[config.mk]
export PLATFORM = sky130hd
export DESIGN_NAME = rv_decode_exec_rf
export DESIGN_NICKNAME = d
export VERILOG_FILES = /design/src/rtl/rv_decode_pkg.sv /design/src/rtl/rv_regfile.sv /design/src/rtl/rv_decode_exec_rf.sv
export SDC_FILE = /design/constraint.sdc
export NUM_CORES = 2
export LEC_CHECK = 0
export ABC_CLOCK_PERIOD_IN_PS = 11380
export BUFFER_PORTS_ARGS = -buffer_cell sky130_fd_sc_hd__buf_2
export CAP_MARGIN = 20
export CORE_MARGIN = 2
export CORE_UTILIZATION = 40
export CTS_CLUSTER_SIZE = 25
export DETAILED_ROUTE_END_ITERATION = 12
export PLACE_DENSITY_LB_ADDON = 0.2
export SLEW_MARGIN = 25
export SYNTH_ARGS = -nofsm -noshare
export SYNTH_HDL_FRONTEND = slang
export SYNTH_HIERARCHICAL = 1
export SYNTH_SLANG_ARGS = --single-unit
[constraint.sdc]
create_clock -name clk -period 11.38 [get_ports clk]
set_input_delay 1.138 -clock clk [delete_from_list [all_inputs] [get_ports clk]]
set_output_delay 1.138 -clock clk [all_outputs]
set_load 0.01 [all_outputs]
[src/rtl/rv_decode_pkg.sv]
// Shared constants and types for the RV32I decode/execute slice.
// Opcode, funct3/funct7 encodings, ALU and branch operation enums and the
// store-size encoding seen on store_type_o.
package rv_decode_pkg;

    // Major opcodes (inst[6:0])
    localparam logic [6:0] TYPE_U_LUI_OPCODE   = 7'b0110111;
    localparam logic [6:0] TYPE_U_AUIPC_OPCODE = 7'b0010111;
    localparam logic [6:0] TYPE_J_JAL_OPCODE   = 7'b1101111;
    localparam logic [6:0] TYPE_I_JALR_OPCODE  = 7'b1100111;
    localparam logic [6:0] TYPE_B_OPCODE       = 7'b1100011;
    localparam logic [6:0] TYPE_I_BASE_OPCODE  = 7'b0010011;
    localparam logic [6:0] TYPE_R_OPCODE       = 7'b0110011;
    localparam logic [6:0] TYPE_S_OPCODE       = 7'b0100011;
    localparam logic [6:0] TYPE_SYSTEM_OPCODE  = 7'b1110011;

    // The one SYSTEM encoding accepted by this slice
    localparam logic [31:0] TYPE_I_EBREAK = 32'h0010_0073;

    // funct3 encodings
    localparam logic [2:0] F3_JALR    = 3'b000;
    localparam logic [2:0] F3_ADDI    = 3'b000;
    localparam logic [2:0] F3_BEQ     = 3'b000;
    localparam logic [2:0] F3_BNE     = 3'b001;
    localparam logic [2:0] F3_BLT     = 3'b100;
    localparam logic [2:0] F3_BGE     = 3'b101;
    localparam logic [2:0] F3_BLTU    = 3'b110;
    localparam logic [2:0] F3_BGEU    = 3'b111;
    localparam logic [2:0] F3_ADD_SUB = 3'b000;
    localparam logic [2:0] F3_SLL     = 3'b001;
    localparam logic [2:0] F3_SLT     = 3'b010;
    localparam logic [2:0] F3_SLTU    = 3'b011;
    localparam logic [2:0] F3_XOR     = 3'b100;
    localparam logic [2:0] F3_SRL_SRA = 3'b101;
    localparam logic [2:0] F3_OR      = 3'b110;
    localparam logic [2:0] F3_AND     = 3'b111;
    localparam logic [2:0] F3_SB      = 3'b000;
    localparam logic [2:0] F3_SH      = 3'b001;
    localparam logic [2:0] F3_SW      = 3'b010;

    // funct7 encodings: BASE for the plain op, ALT selects SUB / SRA
    localparam logic [6:0] F7_BASE = 7'b0000000;
    localparam logic [6:0] F7_ALT  = 7'b0100000;

    // Store size as presented on store_type_o
    localparam logic [1:0] STORE_NONE = 2'b00;
    localparam logic [1:0] STORE_BYTE = 2'b01;
    localparam logic [1:0] STORE_HALF = 2'b10;
    localparam logic [1:0] STORE_WORD = 2'b11;

    typedef enum logic [3:0] {
        ALU_ADD,
        ALU_SUB,
        ALU_SLL,
        ALU_SLT,
        ALU_SLTU,
        ALU_XOR,
        ALU_SRL,
        ALU_SRA,
        ALU_OR,
        ALU_AND
    } alu_op_e;

    typedef enum logic [2:0] {
        BR_NONE,
        BR_EQ,
        BR_NE,
        BR_LT,
        BR_GE,
        BR_LTU,
        BR_GEU
    } br_type_e;

endpackage

[src/rtl/rv_regfile.sv]
// 32 x DATA_LEN integer register file: two combinational read ports, one
// write port. x0 is hard-wired to zero. A synchronous active-low reset
// clears every entry. Reads in the write cycle return the old contents.
module rv_regfile #(
    parameter int DATA_LEN = 32
) (
    input  logic                clk,
    input  logic                rst,
    input  logic [4:0]          raddr1_i,
    input  logic [4:0]          raddr2_i,
    output logic [DATA_LEN-1:0] rdata1_o,
    output logic [DATA_LEN-1:0] rdata2_o,
    input  logic                wen_i,
    input  logic [4:0]          waddr_i,
    input  logic [DATA_LEN-1:0] wdata_i
);

    logic [DATA_LEN-1:0] regs_q [32];
    logic [DATA_LEN-1:0] regs_d [32];

    // Next register contents: clear on reset, else apply one write (never to x0)
    always_comb begin
        regs_d = regs_q;
        if (!rst) begin
            for (int i = 0; i < 32; i++) begin
                regs_d[i] = '0;
            end
        end else if (wen_i && (waddr_i != 5'd0)) begin
            regs_d[waddr_i] = wdata_i;
        end
    end

    // Register array update
    always_ff @(posedge clk) begin
        regs_q <= regs_d;
    end

    assign rdata1_o = (raddr1_i == 5'd0) ? '0 : regs_q[raddr1_i];
    assign rdata2_o = (raddr2_i == 5'd0) ? '0 : regs_q[raddr2_i];

endmodule

[src/rtl/rv_decode_exec_rf.sv]
// Single-cycle RV32I decode/execute slice with its register file.
// Decode, ALU and branch evaluation are combinational on inst_i/pc_i and the
// current register contents; write-back arrives on the reg_* write port.
// Build option: define RV_STORE_EN to accept SB/SH/SW; otherwise stores
// decode as invalid and the store outputs stay at zero.
module rv_decode_exec_rf
    import rv_decode_pkg::*;
#(
    parameter int DATA_LEN = 32,
    parameter int ADDR_LEN = 32
) (
    input  logic                clk,
    input  logic                rst,
    input  logic [31:0]         inst_i,
    input  logic [ADDR_LEN-1:0] pc_i,
    input  logic                reg_wen_i,
    input  logic [4:0]          reg_waddr_i,
    input  logic [DATA_LEN-1:0] reg_wdata_i,
    output logic                wd_o,
    output logic [4:0]          wreg_o,
    output logic [DATA_LEN-1:0] alu_result_o,
    output logic                branch_request_o,
    output logic [ADDR_LEN-1:0] branch_target_o,
    output logic                jmp_flag_o,
    output logic [ADDR_LEN-1:0] jmp_target_o,
    output logic                mem_wen_o,
    output logic [DATA_LEN-1:0] mem_wdata_o,
    output logic [1:0]          store_type_o,
    output logic                ebreak_o,
    output logic                invalid_o
);

    logic [6:0] opcode;
    logic [2:0] funct3;
    logic [6:0] funct7;
    logic [DATA_LEN-1:0] rs1_val;
    logic [DATA_LEN-1:0] rs2_val;

    assign opcode = inst_i[6:0];
    assign funct3 = inst_i[14:12];
    assign funct7 = inst_i[31:25];

    rv_regfile #(.DATA_LEN(DATA_LEN)) u_regfile (
        .clk      (clk),
        .rst      (rst),
        .raddr1_i (inst_i[19:15]),
        .raddr2_i (inst_i[24:20]),
        .rdata1_o (rs1_val),
        .rdata2_o (rs2_val),
        .wen_i    (reg_wen_i),
        .waddr_i  (reg_waddr_i),
        .wdata_i  (reg_wdata_i)
    );

    // Sign-extended immediates
    logic [DATA_LEN-1:0] imm_i;
    logic [DATA_LEN-1:0] imm_b;
    logic [DATA_LEN-1:0] imm_j;
    logic [DATA_LEN-1:0] imm_u;
    assign imm_i = {{(DATA_LEN-12){inst_i[31]}}, inst_i[31:20]};
    assign imm_b = {{(DATA_LEN-13){inst_i[31]}}, inst_i[31], inst_i[7], inst_i[30:25], inst_i[11:8], 1'b0};
    assign imm_j = {{(DATA_LEN-21){inst_i[31]}}, inst_i[31], inst_i[19:12], inst_i[20], inst_i[30:21], 1'b0};
    assign imm_u = {{(DATA_LEN-32){inst_i[31]}}, inst_i[31:12], 12'b0};
`ifdef RV_STORE_EN
    logic [DATA_LEN-1:0] imm_s;
    assign imm_s = {{(DATA_LEN-12){inst_i[31]}}, inst_i[31:25], inst_i[11:7]};
`endif

    logic [DATA_LEN-1:0] jalr_sum;
    assign jalr_sum = rs1_val + imm_i;

    alu_op_e             alu_op;
    br_type_e            br_type;
    logic [DATA_LEN-1:0] op_a;
    logic [DATA_LEN-1:0] op_b;
    logic                wd;
    logic                jmp;
    logic [ADDR_LEN-1:0] jmp_target;
    logic                mem_wen;
    logic [DATA_LEN-1:0] mem_wdata;
    logic [1:0]          store_type;
    logic                ebreak;
    logic                invalid;

    // Decode: choose ALU operands/op and the control-flow / store side effects
    always_comb begin
        alu_op     = ALU_ADD;
        br_type    = BR_NONE;
        op_a       = '0;
        op_b       = '0;
        wd         = 1'b0;
        jmp        = 1'b0;
        jmp_target = '0;
        mem_wen    = 1'b0;
        mem_wdata  = '0;
        store_type = STORE_NONE;
        ebreak     = 1'b0;
        invalid    = 1'b0;
        case (opcode)
            TYPE_U_LUI_OPCODE: begin
                wd   = 1'b1;
                op_b = imm_u;
            end
            TYPE_U_AUIPC_OPCODE: begin
                wd   = 1'b1;
                op_a = DATA_LEN'(pc_i);
                op_b = imm_u;
            end
            TYPE_J_JAL_OPCODE: begin
                wd         = 1'b1;
                op_a       = DATA_LEN'(pc_i);
                op_b       = DATA_LEN'(4);
                jmp        = 1'b1;
                jmp_target = pc_i + ADDR_LEN'(imm_j);
            end
            TYPE_I_JALR_OPCODE: begin
                if (funct3 == F3_JALR) begin
                    wd         = 1'b1;
                    op_a       = DATA_LEN'(pc_i);
                    op_b       = DATA_LEN'(4);
                    jmp        = 1'b1;
                    jmp_target = ADDR_LEN'(jalr_sum) & ~ADDR_LEN'(1);
                end else begin
                    invalid = 1'b1;
                end
            end
            TYPE_B_OPCODE: begin
                case (funct3)
                    F3_BEQ:  br_type = BR_EQ;
                    F3_BNE:  br_type = BR_NE;
                    F3_BLT:  br_type = BR_LT;
                    F3_BGE:  br_type = BR_GE;
                    F3_BLTU: br_type = BR_LTU;
                    F3_BGEU: br_type = BR_GEU;
                    default: invalid = 1'b1;
                endcase
            end
            TYPE_I_BASE_OPCODE: begin
                if (funct3 == F3_ADDI) begin
                    wd   = 1'b1;
                    op_a = rs1_val;
                    op_b = imm_i;
                end else begin
                    invalid = 1'b1;
                end
            end
            TYPE_R_OPCODE: begin
                op_a = rs1_val;
                op_b = rs2_val;
                wd   = 1'b1;
                if (funct7 == F7_BASE) begin
                    case (funct3)
                        F3_ADD_SUB: alu_op = ALU_ADD;
                        F3_SLL:     alu_op = ALU_SLL;
                        F3_SLT:     alu_op = ALU_SLT;
                        F3_SLTU:    alu_op = ALU_SLTU;
                        F3_XOR:     alu_op = ALU_XOR;
                        F3_SRL_SRA: alu_op = ALU_SRL;
                        F3_OR:      alu_op = ALU_OR;
                        default:    alu_op = ALU_AND;
                    endcase
                end else if (funct7 == F7_ALT && funct3 == F3_ADD_SUB) begin
                    alu_op = ALU_SUB;
                end else if (funct7 == F7_ALT && funct3 == F3_SRL_SRA) begin
                    alu_op = ALU_SRA;
                end else begin
                    wd      = 1'b0;
                    op_a    = '0;
                    op_b    = '0;
                    invalid = 1'b1;
                end
            end
            TYPE_S_OPCODE: begin
`ifdef RV_STORE_EN
                case (funct3)
                    F3_SB:   store_type = STORE_BYTE;
                    F3_SH:   store_type = STORE_HALF;
                    F3_SW:   store_type = STORE_WORD;
                    default: invalid    = 1'b1;
                endcase
                if (!invalid) begin
                    op_a      = rs1_val;
                    op_b      = imm_s;
                    mem_wen   = 1'b1;
                    mem_wdata = rs2_val;
                end
`else
                invalid = 1'b1;
`endif
            end
            TYPE_SYSTEM_OPCODE: begin
                if (inst_i == TYPE_I_EBREAK) begin
                    ebreak = 1'b1;
                end else begin
                    invalid = 1'b1;
                end
            end
            default: invalid = 1'b1;
        endcase
    end

    logic [DATA_LEN-1:0] alu_result;

    // ALU: all arithmetic wraps at DATA_LEN bits, shifts use op_b[4:0]
    always_comb begin
        alu_result = '0;
        case (alu_op)
            ALU_ADD:  alu_result = op_a + op_b;
            ALU_SUB:  alu_result = op_a - op_b;
            ALU_SLL:  alu_result = op_a << op_b[4:0];
            ALU_SLT:  alu_result = {{(DATA_LEN-1){1'b0}}, ($signed(op_a) < $signed(op_b))};
            ALU_SLTU: alu_result = {{(DATA_LEN-1){1'b0}}, (op_a < op_b)};
            ALU_XOR:  alu_result = op_a ^ op_b;
            ALU_SRL:  alu_result = op_a >> op_b[4:0];
            ALU_SRA:  alu_result = $unsigned($signed(op_a) >>> op_b[4:0]);
            ALU_OR:   alu_result = op_a | op_b;
            ALU_AND:  alu_result = op_a & op_b;
            default:  alu_result = '0;
        endcase
    end

    logic br_taken;

    // Branch condition on the two register operands
    always_comb begin
        br_taken = 1'b0;
        case (br_type)
            BR_EQ:   br_taken = (rs1_val == rs2_val);
            BR_NE:   br_taken = (rs1_val != rs2_val);
            BR_LT:   br_taken = ($signed(rs1_val) < $signed(rs2_val));
            BR_GE:   br_taken = ($signed(rs1_val) >= $signed(rs2_val));
            BR_LTU:  br_taken = (rs1_val < rs2_val);
            BR_GEU:  br_taken = (rs1_val >= rs2_val);
            default: br_taken = 1'b0;
        endcase
    end

    // Control outputs are held low while reset is asserted
    assign wd_o             = rst & wd;
    assign branch_request_o = rst & br_taken;
    assign jmp_flag_o       = rst & jmp;
    assign mem_wen_o        = rst & mem_wen;
    assign ebreak_o         = rst & ebreak;
    assign invalid_o        = rst & invalid;

    assign wreg_o          = inst_i[11:7];
    assign alu_result_o    = alu_result;
    assign branch_target_o = pc_i + ADDR_LEN'(imm_b);
    assign jmp_target_o    = jmp_target;
    assign mem_wdata_o     = mem_wdata;
    assign store_type_o    = store_type;

endmodule

# ---- Word level (Yosys, flattened, before mapping)
# Cells that the tools add are included.
dict set report totals {
  mem_count 0
  output_inout_bits 141
  latchBits 0
  ramBits 0
  regBits 1024
  romBits 0
}
dict set report classes {
  reduce_logical 15
  n_mux 49
  order_cmp 10
  n_addsub 5
  div 0
  mul 0
  shifts 3
  eq_ne 34
  bitwise_logic 11
}
# op count
set ops {}
lappend ops {{bitwise mux 1024 bit} 1}
lappend ops {{two-way mux 32 bit} 17}
lappend ops {{binary-select mux 32 bit (select 5 bit)} 2}
lappend ops {{one-hot mux 32 bit (10 select lines)} 1}
lappend ops {{demux 32 bit (select 5 bit)} 1}
lappend ops {{one-hot mux 32 bit (5 select lines)} 1}
lappend ops {{adder 32 bit} 4}
lappend ops {{less-than comparator 32 bit} 4}
lappend ops {{one-hot mux 32 bit (4 select lines)} 1}
lappend ops {{greater-or-equal comparator 32 bit} 2}
lappend ops {{one-hot mux 32 bit (2 select lines)} 1}
lappend ops {{AND 32 bit} 1}
lappend ops {{equality test 32 x 21 -> 1 bit, second input constant} 1}
lappend ops {{equality test 32 bit} 1}
lappend ops {{inequality test 32 bit} 1}
lappend ops {{OR 32 bit} 1}
lappend ops {{<< shifter 32 x 5 -> 32 bit} 1}
lappend ops {{right shift 32 x 5 -> 32 bit} 1}
lappend ops {{>>> shifter 32 x 5 -> 32 bit} 1}
lappend ops {{subtractor 32 bit} 1}
lappend ops {{XOR 32 bit} 1}
lappend ops {{equality test 7 bit, second input constant} 4}
lappend ops {{one-hot mux 4 bit (7 select lines)} 1}
lappend ops {{equality test 3 bit, second input constant} 7}
lappend ops {{other kinds (29)} 70}

# ---- Longest topological paths before layout
dict set report depth {
  word_depth 11
  mapped_depth 27
}

# ---- By module
# Netlist, hierarchy kept.
# mod cells_each seq_area_each_um2 area_per_inst_um2 instances
set by_module_without_submodules {}
lappend by_module_without_submodules {rv_regfile 5860 20499.7 54302.1 1}
lappend by_module_without_submodules {rv_decode_exec_rf 2252 0.0 14988.1 1}

# ---- Worst setup path after synthesis
# Ideal clock, no wire load.
dict set report synth_path {
  kind {in2out}
  from {input port inst_i[20]}
  to {output port alu_result_o[30]}
  n_path_buf 8
  arrival_time_ps 6549
  cell_stages 26
  required_ps 10242
  setup_slack_ps 3693
  path_cell_list {buf_4 -> inv_1 -> buf_4 -> clkbuf_1 -> buf_2 -> o2111ai_1 -> a311oi_1 -> a22o_1 -> buf_6 -> buf_2 -> buf_2 -> buf_2 -> ha_1 -> inv_1 -> fa_1 -> nand2b_1 -> a221oi_1 -> o41ai_1 -> nor4b_1 -> a2111oi_2 -> o21ba_2 -> o21ai_1 -> a221oi_1 -> or4_1 -> a31oi_1 -> a31oi_1}
}
dict set report synth_via {
  elab_chain_cells 11
}
# element line_no
set synth_lines {}
lappend synth_lines {{start: declaration} rv_decode_exec_rf.sv:14} ;# input logic [31:0] inst_i,
lappend synth_lines {{NOT 5 -> 6 bit (not written as such)} rv_regfile.sv:39} ;# assign rdata2_o = (raddr2_i == 5'd0) ? '0 : regs_q[raddr2_i];
lappend synth_lines {{binary-select mux 32 bit (select 5 bit)} rv_regfile.sv:39}
lappend synth_lines {{two-way mux 32 bit (not written as such) (2 in series)} rv_regfile.sv:39}
lappend synth_lines {{two-way mux 32 bit *} rv_regfile.sv:39}
lappend synth_lines {{named net rs2_val[0]} rv_decode_exec_rf.sv:37} ;# logic [DATA_LEN-1:0] rs2_val;
lappend synth_lines {{two-way mux 32 bit} rv_decode_exec_rf.sv:164} ;# end else if (funct7 == F7_ALT && funct3 == F3_SRL_SRA) begin
lappend synth_lines {{two-way mux 32 bit} rv_decode_exec_rf.sv:162} ;# end else if (funct7 == F7_ALT && funct3 == F3_ADD_SUB) begin
lappend synth_lines {{two-way mux 32 bit *} rv_decode_exec_rf.sv:151} ;# if (funct7 == F7_BASE) begin
lappend synth_lines {{one-hot mux 32 bit (5 select lines) *} rv_decode_exec_rf.sv:99} ;# case (opcode)
lappend synth_lines {{subtractor 32 bit, or another cell as far along} rv_decode_exec_rf.sv:209} ;# ALU_SUB: alu_result = op_a - op_b;
lappend synth_lines {{one-hot mux 32 bit (10 select lines) *} rv_decode_exec_rf.sv:207} ;# case (alu_op)
lappend synth_lines {{end: declaration} rv_decode_exec_rf.sv:21} ;# output logic [DATA_LEN-1:0] alu_result_o,
# The timed path passes the listed nets; every way through them passes the cells marked *. The select of a mux whose other input is x is not followed.

# ---- Worst setup path in the final report
dict set report layout_path {
  from {input port inst_i[21]}
  to {output port alu_result_o[26]}
}
# The elaborated chain is that of the path after synthesis.

==> impl_metrics.tcl <==
set metrics [dict create \
    filler_cell_count_in_the_final_layout 16830 \
    post_cts_hold_buffer_count 0 \
    total_area_of_multi_input_combinational_cells_sq_um 45040 \
    hold_start "u_regfile/regs_q[789]" \
    final_layout_size_suffix_gt1_share_pct 16.12 \
    area_share_of_the_leading_cell_type_in_the_synthesized_netlist_pct 29.59 \
    regMostFlops "u_regfile/regs_q" \
    dieArea_sq_um 176600 \
    period_minus_slack_ns 9.477 \
    cts_buffers 112 \
    total_power_w 0.008818 \
    worstPathArrival_ns 8.34 \
    die_height_microns 420.2 \
    antenna_found_initial 18 \
    p_int_w 0.006305 \
    synth.yosys.warnings 6 \
    cts_num_sinks 1024 \
    share_comb_of_total_power_pct 14.4 \
    finClkSkew_ns 0 \
    share_of_synthesized_area_occupied_by_flip_flops_and_latches_pct 29.59 \
    reg2reg_start "u_regfile/regs_q[364]" \
    cp_data_required_time_ns 10.24 \
    groute.usage.overall_pct 34.61 \
    drv_cap 0 \
    placement.cell_area_sq_um 71850 \
    netlist_area_sq_um 69290 \
    grt_start_max_net_pins 157 \
    final_wl_mm 316.3 \
    grt_first_pass_wirelength_mm 447.7 \
    worstHoldPathCells 2 \
    edff_count_synth 0 \
    cts_tree "built" \
    setup_total_negative_slack_ns 0 \
    min_period_over_period_pct 83.27 \
    nets 8197 \
    max-clock-path-buffers 3 \
    timing_max_transition_violations_final 0 \
    hold-path-endpoint "u_regfile/regs_q[789]" \
    htree_levels 3 \
    route.vias.total 66470 \
    worst_ir_drop_vdd_mv 0.1365 \
    run_status "complete, no violations" \
    synth_seq_cells 1024 \
    clkSlewWorstSetupHoldPaths_ns 0.06 \
    critPathLaunchType "input pin" \
    hold_viol_final 0 \
    syn-mean-instance-area_sq_um 8.542 \
    fp.dieW_microns 420.2 \
    drt_first_iter_violations 9125 \
    finalWeightedCongestion 0.9945 \
    worst_r2r_path_depth 2 \
    layout_top_registers "u_regfile/regs_q: 1024 flops" \
    p_leak_nw 26.58 \
    post_synth_main_area_contributors "dfxtp_1, mux4_2, nand2_1" \
    synth_cell_types 100 \
    place_inst 10080 \
    initial_core_util_pct 40.30 \
    rows 152 \
    setup.worst_path.class "in2out" \
    post-route-drc-count 0 \
    worst-r2r-setup-slack_ns 10.62 \
    min_path_type "reg2reg" \
    netlist_top_cells_count "nand2_1, dfxtp_1, a21boi_0, clkbuf_1, mux4_2" \
    post_cts_repair_timing_setup_buffer_count 0 \
    placeable_core_region_sq_um 171900 \
    vias_per_cell 6.456 \
    final_cell_area_sq_um 75840 \
    tightest_slew_ns 1.264 \
    power.density_cell_area_nw_per_um2 116.3 \
    detail-route-antenna-nets 0 \
    asyncSetResetFlopFracSynth_pct 0 \
    highest_clock_rate_ghz 0.1055 \
    first_global_vias 61630 \
    gr-total-overflow 0 \
    num_io_pins 245 \
    areaGrowthSynthToFinish_pct 9.448 \
    post-route-worst-setup-slack_ns 1.903 \
    synth.largest_area_cell "dfxtp_1" \
    rsz0062_at_grt "false" \
    dpl_worst_slack_ns 2.176 \
    drt_pre_antenna_iters 6 \
    power_switching_w 0.002512 \
    place.port_buffers 209 \
    fin_cells 10300 \
    clk_root_buffer_cell "clkbuf_16" \
    dominantRegCellSynth "dfxtp_1" \
    post-synth-top-count-cell "nand2_1" \
    post_cts.resized_instances 0 \
    setup_viol 0 \
    sw_frac_of_total_pct 28.49 \
    synthCells 8112 \
    wl_per_cell_microns 30.72 \
    hpwlAfterDp_mm 206.5 \
    power.clock.fraction_pct 44.4 \
    seqCellArea_sq_um 20500 \
    worst_slew_margin_rel_pct 15.15 \
    p_seq_share_pct 41.2 \
    clk_latency_ns 0.70 \
    r2r-end "u_regfile/regs_q[364]" \
    cp-end-kind "output pin" \
    worst-path-max-fanout 57 \
    largest_reg_flops 1024 \
]
==> through the flow <==
step	hold slack (ns)	util, %
CTS	0.4654	44.07
global placement	0.4481	41.76
detailed placement	0.4572	41.79
floorplan	0.4416	-
finish	0.4657	44.11
global route	0.4792	44.10
==> cell usage in the layout (no fill, tap or decap), drive strengths merged, types with 175 or more instances in the layout <==
cell,n
mux4,448
buf,439
dfxtp,1024
a21boi,998
nor2,223
o21ai,255
a21oi,175
ha,203
mux2i,219
nand2,2226
==> worst max-delay path by stage <==
| stage | startpoint | to | slack (ns) | cells past startpoint |
|---|---|---|---|---|
| 4_1_cts | inst_i[21] | alu_result_o[26] | 2.15 | 23 |
| 3_3_place_gp | inst_i[21] | alu_result_o[20] | 2.23 | 20 |
| 6_report | inst_i[21] | alu_result_o[26] | 1.90 | 23 |
| 5_1_grt | inst_i[21] | alu_result_o[26] | 1.66 | 23 |
| 3_5_place_dp | inst_i[21] | alu_result_o[26] | 2.18 | 23 |
| 2_1_floorplan | inst_i[20] | alu_result_o[30] | 3.69 | 26 |
==> critical path, cell delays in order <==
cell,delay [ns]
buf_8,0.47
buf_4,0.41
mux4_2,0.54
mux2_2,0.34
o21ai_0,0.23
a311oi_1,0.07
buf_4,0.20
a22oi_2,0.15
buf_4,0.55
clkinv_1,0.21
ha_1,0.32
nor2_1,0.13
a221oi_1,0.12
o41ai_1,0.47
nor4b_1,0.13
a2111oi_2,0.68
o21ba_2,0.31
o21ai_1,0.12
a221oi_1,0.65
o22ai_1,0.23
o21ai_0,0.29
nand4_1,0.16
buf_2,0.19
==> cells by family after synthesis <==
kind of cell | count (synthesis) | share of synthesized area [%]
xor gates and xnor gates | 85 | 1.074
buffers and inverters | 958 | 6.259
other | 1 | 0.005412
and+or+nand+nor | 2882 | 17.24
muxes | 744 | 19.01
DFF | 1024 | 29.59
adders and majority gates | 208 | 3.810
AOI/OAI and AO/OA | 2210 | 23.02
==> area by class of cell <==
type / count / share of cell area, %
repair buffers: 440 / 3.866
well taps: 2310 / 3.811
diodes: 9 / 0.02970
inverters: 143 / 0.7144
flip-flops and latches: 1024 / 27.03
clock buffers: 164 / 4.377
multi-input cells: 6164 / 59.39
clock inverters: 42 / 0.7853
==> metal layers <==
metal / global-route usage [%] / vias to the layer above / part of all wire [%]
li1: - / 28460 / -
met1: 45.40 / 32860 / 40
met2: 51.68 / 4205 / 43
met3: 8.978 / 938 / 11
met4: 19.24 / 14 / 6.3
met5: 0 / - / 0.032
==> power groups by stage <==
stage               registers, W  logic (W)  clock network [W]
floorplan                0.00370   0.000779                  0
global placement         0.00371    0.00122                  0
global route             0.00363    0.00132            0.00408
finish                   0.00363    0.00127            0.00392
CTS                      0.00363    0.00123            0.00393
detailed placement       0.00371    0.00123                  0
Power figures use the tool's default switching activity.
